### src/rtl/timer_alarm_pkg.sv
// Shared definitions for the multi-channel alarm scheduler: default sizes,
// the register map and the per-channel control word layout.
package timer_alarm_pkg;

   localparam int DEFAULT_COUNTER_WIDTH = 48;
   localparam int DEFAULT_NUM_CH        = 4;

   // Word addresses on the slot
   localparam logic [4:0] ADDR_CTRL        = 5'd0;
   localparam logic [4:0] ADDR_TIME_LO     = 5'd1;
   localparam logic [4:0] ADDR_TIME_HI     = 5'd2;
   localparam logic [4:0] ADDR_STATUS      = 5'd3;
   localparam logic [4:0] ADDR_IRQ_MASK    = 5'd4;
   localparam logic [4:0] ADDR_CMP_BASE    = 5'd8;   // CMP_LO[i] = 8+2i, CMP_HI[i] = 9+2i
   localparam logic [4:0] ADDR_PER_BASE    = 5'd16;  // PER_LO[i] = 16+2i, PER_HI[i] = 17+2i
   localparam logic [4:0] ADDR_CHCTRL_BASE = 5'd24;  // CH_CTRL[i] = 24+i

   // CH_CTRL layout: bit1 periodic, bit0 arm
   typedef struct packed {
      logic periodic;
      logic arm;
   } ch_cfg_t;

endpackage

### src/rtl/timebase_counter48.sv
// Free-running timebase with enable, clear pulse and the coherent-read
// shadow of the upper word.
module timebase_counter48
   import timer_alarm_pkg::*;
#(
   parameter int WIDTH = DEFAULT_COUNTER_WIDTH
) (
   input  logic             clk,
   input  logic             reset,
   input  logic             ctrl_write,  // CTRL register written this cycle
   input  logic [1:0]       ctrl_data,   // {clr, en} from the write data
   input  logic             snap,        // TIME_LO is being read
   output logic             en,
   output logic [WIDTH-1:0] count,
   output logic [WIDTH-33:0] shadow
);

   // Enable bit, counter (clear beats increment) and upper-word snapshot.
   // NOTE: every state update here is non-blocking so each register sees
   // the pre-edge values of the others, whatever the statement order.
   always_ff @(posedge clk) begin
      if (reset) begin
         en     <= 1'b0;
         count  <= '0;
         shadow <= '0;
      end else begin
         if (ctrl_write) en <= ctrl_data[0];
         if (ctrl_write && ctrl_data[1]) count <= '0;
         else if (en)                    count <= count + WIDTH'(1);
         if (snap) shadow <= count[WIDTH-1:32];
      end
   end

endmodule

### src/rtl/timer_alarm_scheduler.sv
// Alarm scheduler: register file, round-robin scanner sharing one
// comparator/adder across the channels, pending/irq logic and read mux.
module timer_alarm_scheduler
   import timer_alarm_pkg::*;
#(
   parameter int COUNTER_WIDTH = DEFAULT_COUNTER_WIDTH,
   parameter int NUM_CH        = DEFAULT_NUM_CH   // register map holds at most 4
) (
   input  logic              clk,
   input  logic              reset,
   input  logic              cs,
   input  logic              read,
   input  logic              write,
   input  logic [4:0]        reg_addr,
   input  logic [31:0]       wr_data,
   output logic [31:0]       rd_data,
   output logic              irq,
   output logic [NUM_CH-1:0] alarm_pending
);

   localparam int CW = COUNTER_WIDTH;

   logic              wr_en, rd_en;
   logic              en;
   logic [CW-1:0]     count;
   logic [CW-33:0]    shadow;

   logic [CW-1:0]     cmp [NUM_CH];
   logic [CW-1:0]     per [NUM_CH];
   ch_cfg_t           cfg [NUM_CH];
   logic [NUM_CH-1:0] irq_mask;
   logic [NUM_CH-1:0] pending;
   logic [1:0]        ptr;

   logic [CW-1:0]     sel_cmp, sel_per, diff, reload;
   ch_cfg_t           sel_cfg;
   logic              hit, do_reload;
   logic [NUM_CH-1:0] set_vec, clr_vec;

   assign wr_en = cs & write;
   assign rd_en = cs & read;

   timebase_counter48 #(.WIDTH(CW)) u_timebase (
      .clk        (clk),
      .reset      (reset),
      .ctrl_write (wr_en && reg_addr == ADDR_CTRL),
      .ctrl_data  (wr_data[1:0]),
      .snap       (rd_en && reg_addr == ADDR_TIME_LO),
      .en         (en),
      .count      (count),
      .shadow     (shadow)
   );

   // Shared comparator and reload adder for the channel under the pointer.
   // The hit test is the sign of (time - cmp), so it survives timebase wrap.
   always_comb begin
      sel_cmp   = cmp[ptr];
      sel_per   = per[ptr];
      sel_cfg   = cfg[ptr];
      diff      = count - sel_cmp;
      hit       = sel_cfg.arm & ~diff[CW-1];
      reload    = sel_cmp + sel_per;
      do_reload = hit & sel_cfg.periodic & (sel_per != '0);
      set_vec   = hit ? (NUM_CH'(1) << ptr) : '0;
      clr_vec   = (wr_en && reg_addr == ADDR_STATUS) ? wr_data[NUM_CH-1:0] : '0;
   end

   // Scanner pointer, mask, pending (hardware set beats W1C) and channel regs.
   // A software write to CMP or CH_CTRL wins over the hit update of that reg.
   always_ff @(posedge clk) begin
      if (reset) begin
         ptr      <= '0;
         irq_mask <= '0;
         pending  <= '0;
         // NOTE: the channel arrays are plain flops and are cleared on reset
         // so that a reset mid-scan cannot leave a stale arm or compare.
         for (int i = 0; i < NUM_CH; i++) begin
            cmp[i] <= '0;
            per[i] <= '0;
            cfg[i] <= '0;
         end
      end else begin
         ptr     <= (ptr == 2'(NUM_CH - 1)) ? 2'd0 : ptr + 2'd1;
         pending <= (pending & ~clr_vec) | set_vec;
         if (wr_en && reg_addr == ADDR_IRQ_MASK) irq_mask <= wr_data[NUM_CH-1:0];
         for (int i = 0; i < NUM_CH; i++) begin
            if (wr_en && (reg_addr == 5'(ADDR_CMP_BASE + 2*i) ||
                          reg_addr == 5'(ADDR_CMP_BASE + 2*i + 1))) begin
               if (reg_addr == 5'(ADDR_CMP_BASE + 2*i)) cmp[i][31:0]    <= wr_data;
               else                                     cmp[i][CW-1:32] <= wr_data[CW-33:0];
            end else if (set_vec[i] && do_reload) begin
               cmp[i] <= reload;
            end
            if (wr_en && reg_addr == 5'(ADDR_PER_BASE + 2*i))     per[i][31:0]    <= wr_data;
            if (wr_en && reg_addr == 5'(ADDR_PER_BASE + 2*i + 1)) per[i][CW-1:32] <= wr_data[CW-33:0];
            if (wr_en && reg_addr == 5'(ADDR_CHCTRL_BASE + i))    cfg[i] <= ch_cfg_t'(wr_data[1:0]);
            else if (set_vec[i] && !do_reload)                    cfg[i].arm <= 1'b0;
         end
      end
   end

   assign alarm_pending = pending;
   assign irq           = |(pending & irq_mask);

   // Combinational read mux; unmapped addresses return 0.
   // NOTE: rd_data gets its default before any branch so no path can infer a latch.
   always_comb begin
      rd_data = '0;
      if (reg_addr == ADDR_CTRL)     rd_data = {31'b0, en};
      if (reg_addr == ADDR_TIME_LO)  rd_data = count[31:0];
      if (reg_addr == ADDR_TIME_HI)  rd_data = 32'(shadow);
      if (reg_addr == ADDR_STATUS)   rd_data = 32'(pending);
      if (reg_addr == ADDR_IRQ_MASK) rd_data = 32'(irq_mask);
      for (int i = 0; i < NUM_CH; i++) begin
         if (reg_addr == 5'(ADDR_CMP_BASE + 2*i))     rd_data = cmp[i][31:0];
         if (reg_addr == 5'(ADDR_CMP_BASE + 2*i + 1)) rd_data = 32'(cmp[i][CW-1:32]);
         if (reg_addr == 5'(ADDR_PER_BASE + 2*i))     rd_data = per[i][31:0];
         if (reg_addr == 5'(ADDR_PER_BASE + 2*i + 1)) rd_data = 32'(per[i][CW-1:32]);
         if (reg_addr == 5'(ADDR_CHCTRL_BASE + i))    rd_data = 32'(cfg[i]);
      end
   end

endmodule

### config.mk
export PLATFORM = sky130hd
export DESIGN_NAME = timer_alarm_scheduler
export DESIGN_NICKNAME = d
export VERILOG_FILES = /design/src/rtl/timer_alarm_pkg.sv /design/src/rtl/timebase_counter48.sv /design/src/rtl/timer_alarm_scheduler.sv
export SDC_FILE = /design/constraint.sdc
export NUM_CORES = 1
export LEC_CHECK = 0
export ABC_AREA = 1
export BUFFER_PORTS_ARGS = -buffer_cell sky130_fd_sc_hd__buf_2
export CORE_UTILIZATION = 30
export CTS_BUF_LIST = sky130_fd_sc_hd__clkbuf_8
export DETAILED_ROUTE_END_ITERATION = 8
export PLACE_DENSITY = 0.54
export SLEW_MARGIN = 20
export SYNTH_ARGS = -nofsm -noshare
export SYNTH_HDL_FRONTEND = slang
export SYNTH_SLANG_ARGS = --single-unit
### constraint.sdc
create_clock -name clk -period 6.36 [get_ports clk]
set_input_delay 0.318 -clock clk [delete_from_list [all_inputs] [get_ports clk]]
set_output_delay 0.318 -clock clk [all_outputs]
set_load 0.03 [all_outputs]
# Yosys cells after proc, flatten, opt, wreduce, memory -nomap -nowiden
# Memory sizes are Yosys's and may differ from the RTL's. A register that Yosys moved wholly into a read port is not among the register bits.
# Cells that the tools add are included.
# totals
regBits	75
mem_bits_rw	392
output_inout_bits	37
wordCells	284
n_memories	3
# classes
n_addsub	4
eq_ne	25
n_shift	1
n_mux	164
bitwise	42
n_reduce_logical	39
# memory_table
memory	words	word_bits	rd	rd_ports_with_merged_regs	write_ports	line_no	source
cmp	4	48	5	1	4	timer_alarm_scheduler.sv:28	logic [CW-1:0] cmp [NUM_CH];
per	4	48	5	1	4	timer_alarm_scheduler.sv:29	logic [CW-1:0] per [NUM_CH];
cfg	4	2	5	1	4	timer_alarm_scheduler.sv:30	ch_cfg_t cfg [NUM_CH];
# op_table
op	count
$mux 32	36
$mux 16	12
$mux 1	107
$eq 5x5->1 const B	12
$add 48x1->48 const B	1
$add 48x48->48	1
$reduce_bool 48->1	1
$sub 48x48->48	1
$eq 5x4->1 const B	8
$or 1x1->1	32
$logic_and 1x1->1	29
$mux 2	7
$eq 5x2->1 const B	2
$and 4x4->4	2
$mux 4	2
$and 1x1->1	5
$eq 5x1->1 const B	1
$eq 5x3->1 const B	1
$logic_not 5->1	1
$logic_or 1x1->1	4
$not 4->4	1
$or 4x4->4	1
$reduce_or 2->1	2
$reduce_or 4->1	1
other kinds (5)	5

# Longest topological paths before layout
# logic_depth
depth_word	26
mapped_depth	25

# By module
# A second synthesis with hierarchy kept.
# unflattened
cells_unflattened	4151
hier_area_um2	31021.0
# modules_own_cells
mod	n_inst	cells_per_inst	area_per_inst_um2	seq_area_each_um2
timer_alarm_scheduler	1	3645	27642.8	11971.5
timebase_counter48	1	506	3378.2	1301.2

# Worst setup path after synthesis
# No wires, ideal clock.
# synth_path
path_type	register -> register
from	reg ptr[0]
to	mem cmp[3][0] (netlist bit) (enable)
setup_ns	0.395
arrival_time_ns	4.330
required_time_ns	5.965
setup_slack_ns	1.636
path_stages_with_launch	22
n_path_buf	6
period_less_slack_ns	4.724
cell_sequence	dfxtp_1 > buf_4 > buf_2 > buf_2 > clkbuf_1 > clkbuf_1 > nand2_1 > a32oi_1 > inv_1 > ha_1 > nand2_1 > inv_1 > nand3_1 > nor4_1 > and3_1 > nand2_1 > nand2_1 > nor2_2 > nor3_4 > buf_6 > nand2_1 > nand3_1
# synth_rtl
element	line_no	source
start: declaration	timer_alarm_scheduler.sv:33	logic [1:0] ptr;
start signal: assignment	timer_alarm_scheduler.sv:83	ptr <= (ptr == 2'(NUM_CH - 1)) ? 2'd0 : ptr + 2'd1;
end: declaration	timer_alarm_scheduler.sv:28	

==> impl_metrics.toml <==
[synthesis]
synth_xor_area_share_pct = 1.444
ys.flop_type = "edfxtp_1"
synth_compound_area_share_pct = 12.90
synth_top_area_share_pct = 38.06
synthMuxAreaShare_pct = 0
synthSimpleGateAreaFrac_pct = 29.20
syn_inst = 4178
ys_warn_count = 0
synthArstFlopShare_pct = 0
synth.largest_area_cell = "edfxtp_1"
yosysUniqueCellTypes = 53
synthAdderAreaFrac_pct = 4.029
netlist_area_um2 = 30930
synth_edf_count = 392
synth.yosys.seq_area_share_pct = 42.91
ys_ff_latch = 467
synth_top_family_by_area = "simple AND/OR/NAND/NOR gates"
syn_avg_cell_area_um2 = 7.403
ys_top_cells_by_area = "edfxtp_1, nand2_1, inv_1"
synth_nets = 4319

[critical_path]
cp_slowest_cell = "dfxtp_4"
slowest_delay_ns = 0.58
path_max_fanout = 88
cp.arrival_ns = 5.94
path_delay_family = "compound AO/OA/AOI/OAI gates"
crit_type = "flop to flop"
crit_buf_inv = 4
cp.required_ns = 6.81
path_cells = "buf_12 > buf_4 > nand2_1 > a32oi_1 > inv_1 > fa_1 > nand3b_1 > nand2_1 > a21oi_1 > o21bai_1 > a21oi_1 > o21ai_0 > nand2_1 > nand2_1 > xor2_1 > nand4_1 > nand2_1 > inv_1"
end_kind = "flop"
cp_common_cell = "nand2_1"
critPathLaunchType = "flop"

[timing]
setup_violations = 0
rsz0062_at_grt = "false"
worst_slew_pin_slew_ns = 1.226
fin_skew_ns = 0.05684
hold_viol_final = 0
tns_ns = 0
slew_violations = 0
period_share_pct = 86.42
slew_headroom_pct = 18.20
max_freq_mhz = 181.9
period_needed_ns = 5.496

[global_route]
antenna_found_initial = 10
grt_pass1_wl_um = 208100
grt_start_max_net_pins = 100
grt_pass1_vias = 30010
grt_usage_pct = 27.50
grt_overflow_total = 0

[placement]
gp_congestion = 1.019
place_hpwl_um = 103400
port_buffers = 78

[final_layout]
nets = 4362
multi_input_area_um2 = 14890
n_fill_cell = 10920
seq_area_um2 = 13280
drive_above_1_share_pct = 9.070
area_growth_pct = 12.25

[die]
die_w_um = 323.1
coreArea_um2 = 102000
start_util_pct = 30.31
ios = 79
num_rows = 117
die_area_um2 = 104400
die_y_um = 323.1

[clock_network]
insertion_delay_ns = 0.74
cts-buffers-inserted = 90
htree_num_levels = 3
cts_buffer_depth = 3
cts_sinks = 467
root_buffer = "clkbuf_8"
path_clk_slew_ns = 0.06
cts_tree = "yes"

[power_and_ir_drop]
p_leak_nw = 14.76
p_total_mw = 9.750
powerDensity_nw_per_um2 = 280.8
peakVddDrop_v = 0.0001291

[run_status]
outcome = "completed"

[run]
drv_cap = 0

[drt]
post_drt_wl_per_cell_um = 25.76
wirelength_um = 145800
post-route-drc-count = 0
vias = 31770
first_pass_iters = 7
drtIter0Drc = 4239
ant_nets = 0
via_per_inst = 5.612

[worst_hold_path]
hp-class = "primary input to flop"
-- worst min-delay path: stages --
cell and delay (ns):
buf_2 0.13, nand3_1 0.08, o21ai_0 0.07
-- metal layers --
layer	wire, um	part of all wire [%]	track usage [%]
met5	61	0.042	0
met4	8264	5.7	14.57
met3	15330	11	5.109
met2	63150	43	42.13
met1	59010	40	36.68
-- Yosys cell counts, types with 21 or more instances --
cell type  instances
a21oi_1          308
a221oi_1          24
a32oi_1           46
buf_1             21
buf_2             52
clkbuf_1         141
dfxtp_1           75
edfxtp_1         392
ha_1              98
inv_1            499
nand2_1         1044
nand3_1          313
nand4_1          159
nor2_1           443
nor3_1            43
o21ai_0          221
o21ai_1           27
o22ai_1           36
or2_2             67
xor2_1            37
-- timing repair --
| action | 4_1_cts | 5_1_grt |
|---|---|---|
| setup buffers | 0 | 0 |
| gates resized for setup | 0 | 0 |
| endpoints found under the setup margin | 0 | 0 |
| hold buffers | 12 | 0 |
| hold endpoints to repair | 18 | 0 |
-- where the power goes --
group,internal (mW),switching (mW)
clock,1.46,1.43
sequential,3.46,0.107
combinational,0.798,2.49
total,5.72,4.03
-- path summary, 6_finish.rpt --
kind                                     start                                 to  slack (ns)  cells past startpoint
max                          ptr[0]$_SDFF_PP0_           cmp[2][28]$_SDFFCE_PN0P_        0.86                     18
max reg2reg                  ptr[0]$_SDFF_PP0_           cmp[2][28]$_SDFFCE_PN0P_        0.86                     18
min                                wr_data[31]           cmp[0][31]$_SDFFCE_PN0P_        0.01                      3
min reg2reg  u_timebase.count[47]$_SDFFE_PP0P_  u_timebase.count[47]$_SDFFE_PP0P_        0.46                      2
-- metrics by stage --
| step | hold slack, ns | cell area [um2] | cells | util (%) | setup slack [ns] |
|---|---|---|---|---|---|
| floorplan | 0.4390 | 30930 | 4178 | - | 1.636 |
| global placement | 0.4475 | 32930 | 5485 | 32.28 | 1.189 |
| detailed placement | 0.4558 | 32930 | 5485 | 32.28 | 1.117 |
| CTS | 0.0002670 | 34710 | 5657 | 34.01 | 1.061 |
| global route | 0.02432 | 34710 | 5660 | 34.02 | 0.6402 |
| finish | 0.01322 | 34720 | 5661 | 34.02 | 0.8635 |
-- cell usage in the layout (no fill, tap or decap), types with 19 or more instances in the layout --
cell type | Yosys | final
ha_1 | 98 | 96
xor2_1 | 37 | 37
or2_2 | 67 | 67
o21ai_0 | 221 | 213
dfxtp_1 | 75 | 73
inv_1 | 499 | 537
a221oi_1 | 24 | 24
nand4_1 | 159 | 159
nor2_1 | 443 | 429
nand3_1 | 313 | 305
edfxtp_1 | 392 | 392
nor3_1 | 43 | 43
clkinv_1 | 15 | 26
a21oi_1 | 308 | 307
a32oi_1 | 46 | 46
buf_4 | 3 | 84
o21ai_1 | 27 | 30
o22ai_1 | 36 | 36
nor4_1 | 19 | 19
clkbuf_8 | 0 | 95
buf_2 | 52 | 78
nand2_1 | 1044 | 1044
-- logic make-up (layout without fill, tap and decap cells) --
| logic type | Yosys count | in the layout |
|---|---|---|
| AND/OR/NAND/NOR | 2104 | 2104 |
| buffers and inverters | 745 | 856 |
| adder cells (fa/ha/maj) | 99 | 99 |
| other | 0 | 4 |
| XOR/XNOR | 51 | 51 |
| flip-flops | 467 | 467 |
| AO/OA/AOI/OAI | 712 | 712 |
-- registers in the layout, indices dropped and copies added, names as in the netlist --
| name | flops |
|---|---|
| cmp | 192 |
| per | 192 |
| irq_mask | 4 |
| ptr | 2 |
| cfg | 8 |
| u_timebase.shadow | 16 |
| u_timebase.count | 48 |
| u_timebase.en | 1 |
| alarm_pending | 4 |
-- final cells by class --
class / instances / share of cell area [%]
Tap cell: 1368 / 4.930
Multi-Input combinational cell: 2966 / 42.89
Antenna cell: 4 / 0.02883
Clock inverter: 65 / 0.9983
Timing Repair Buffer: 178 / 3.518
Inverter: 518 / 5.612
Clock buffer: 95 / 3.766
Sequential cell: 467 / 38.25
Note: power is estimated with default switching activity, not from simulation.
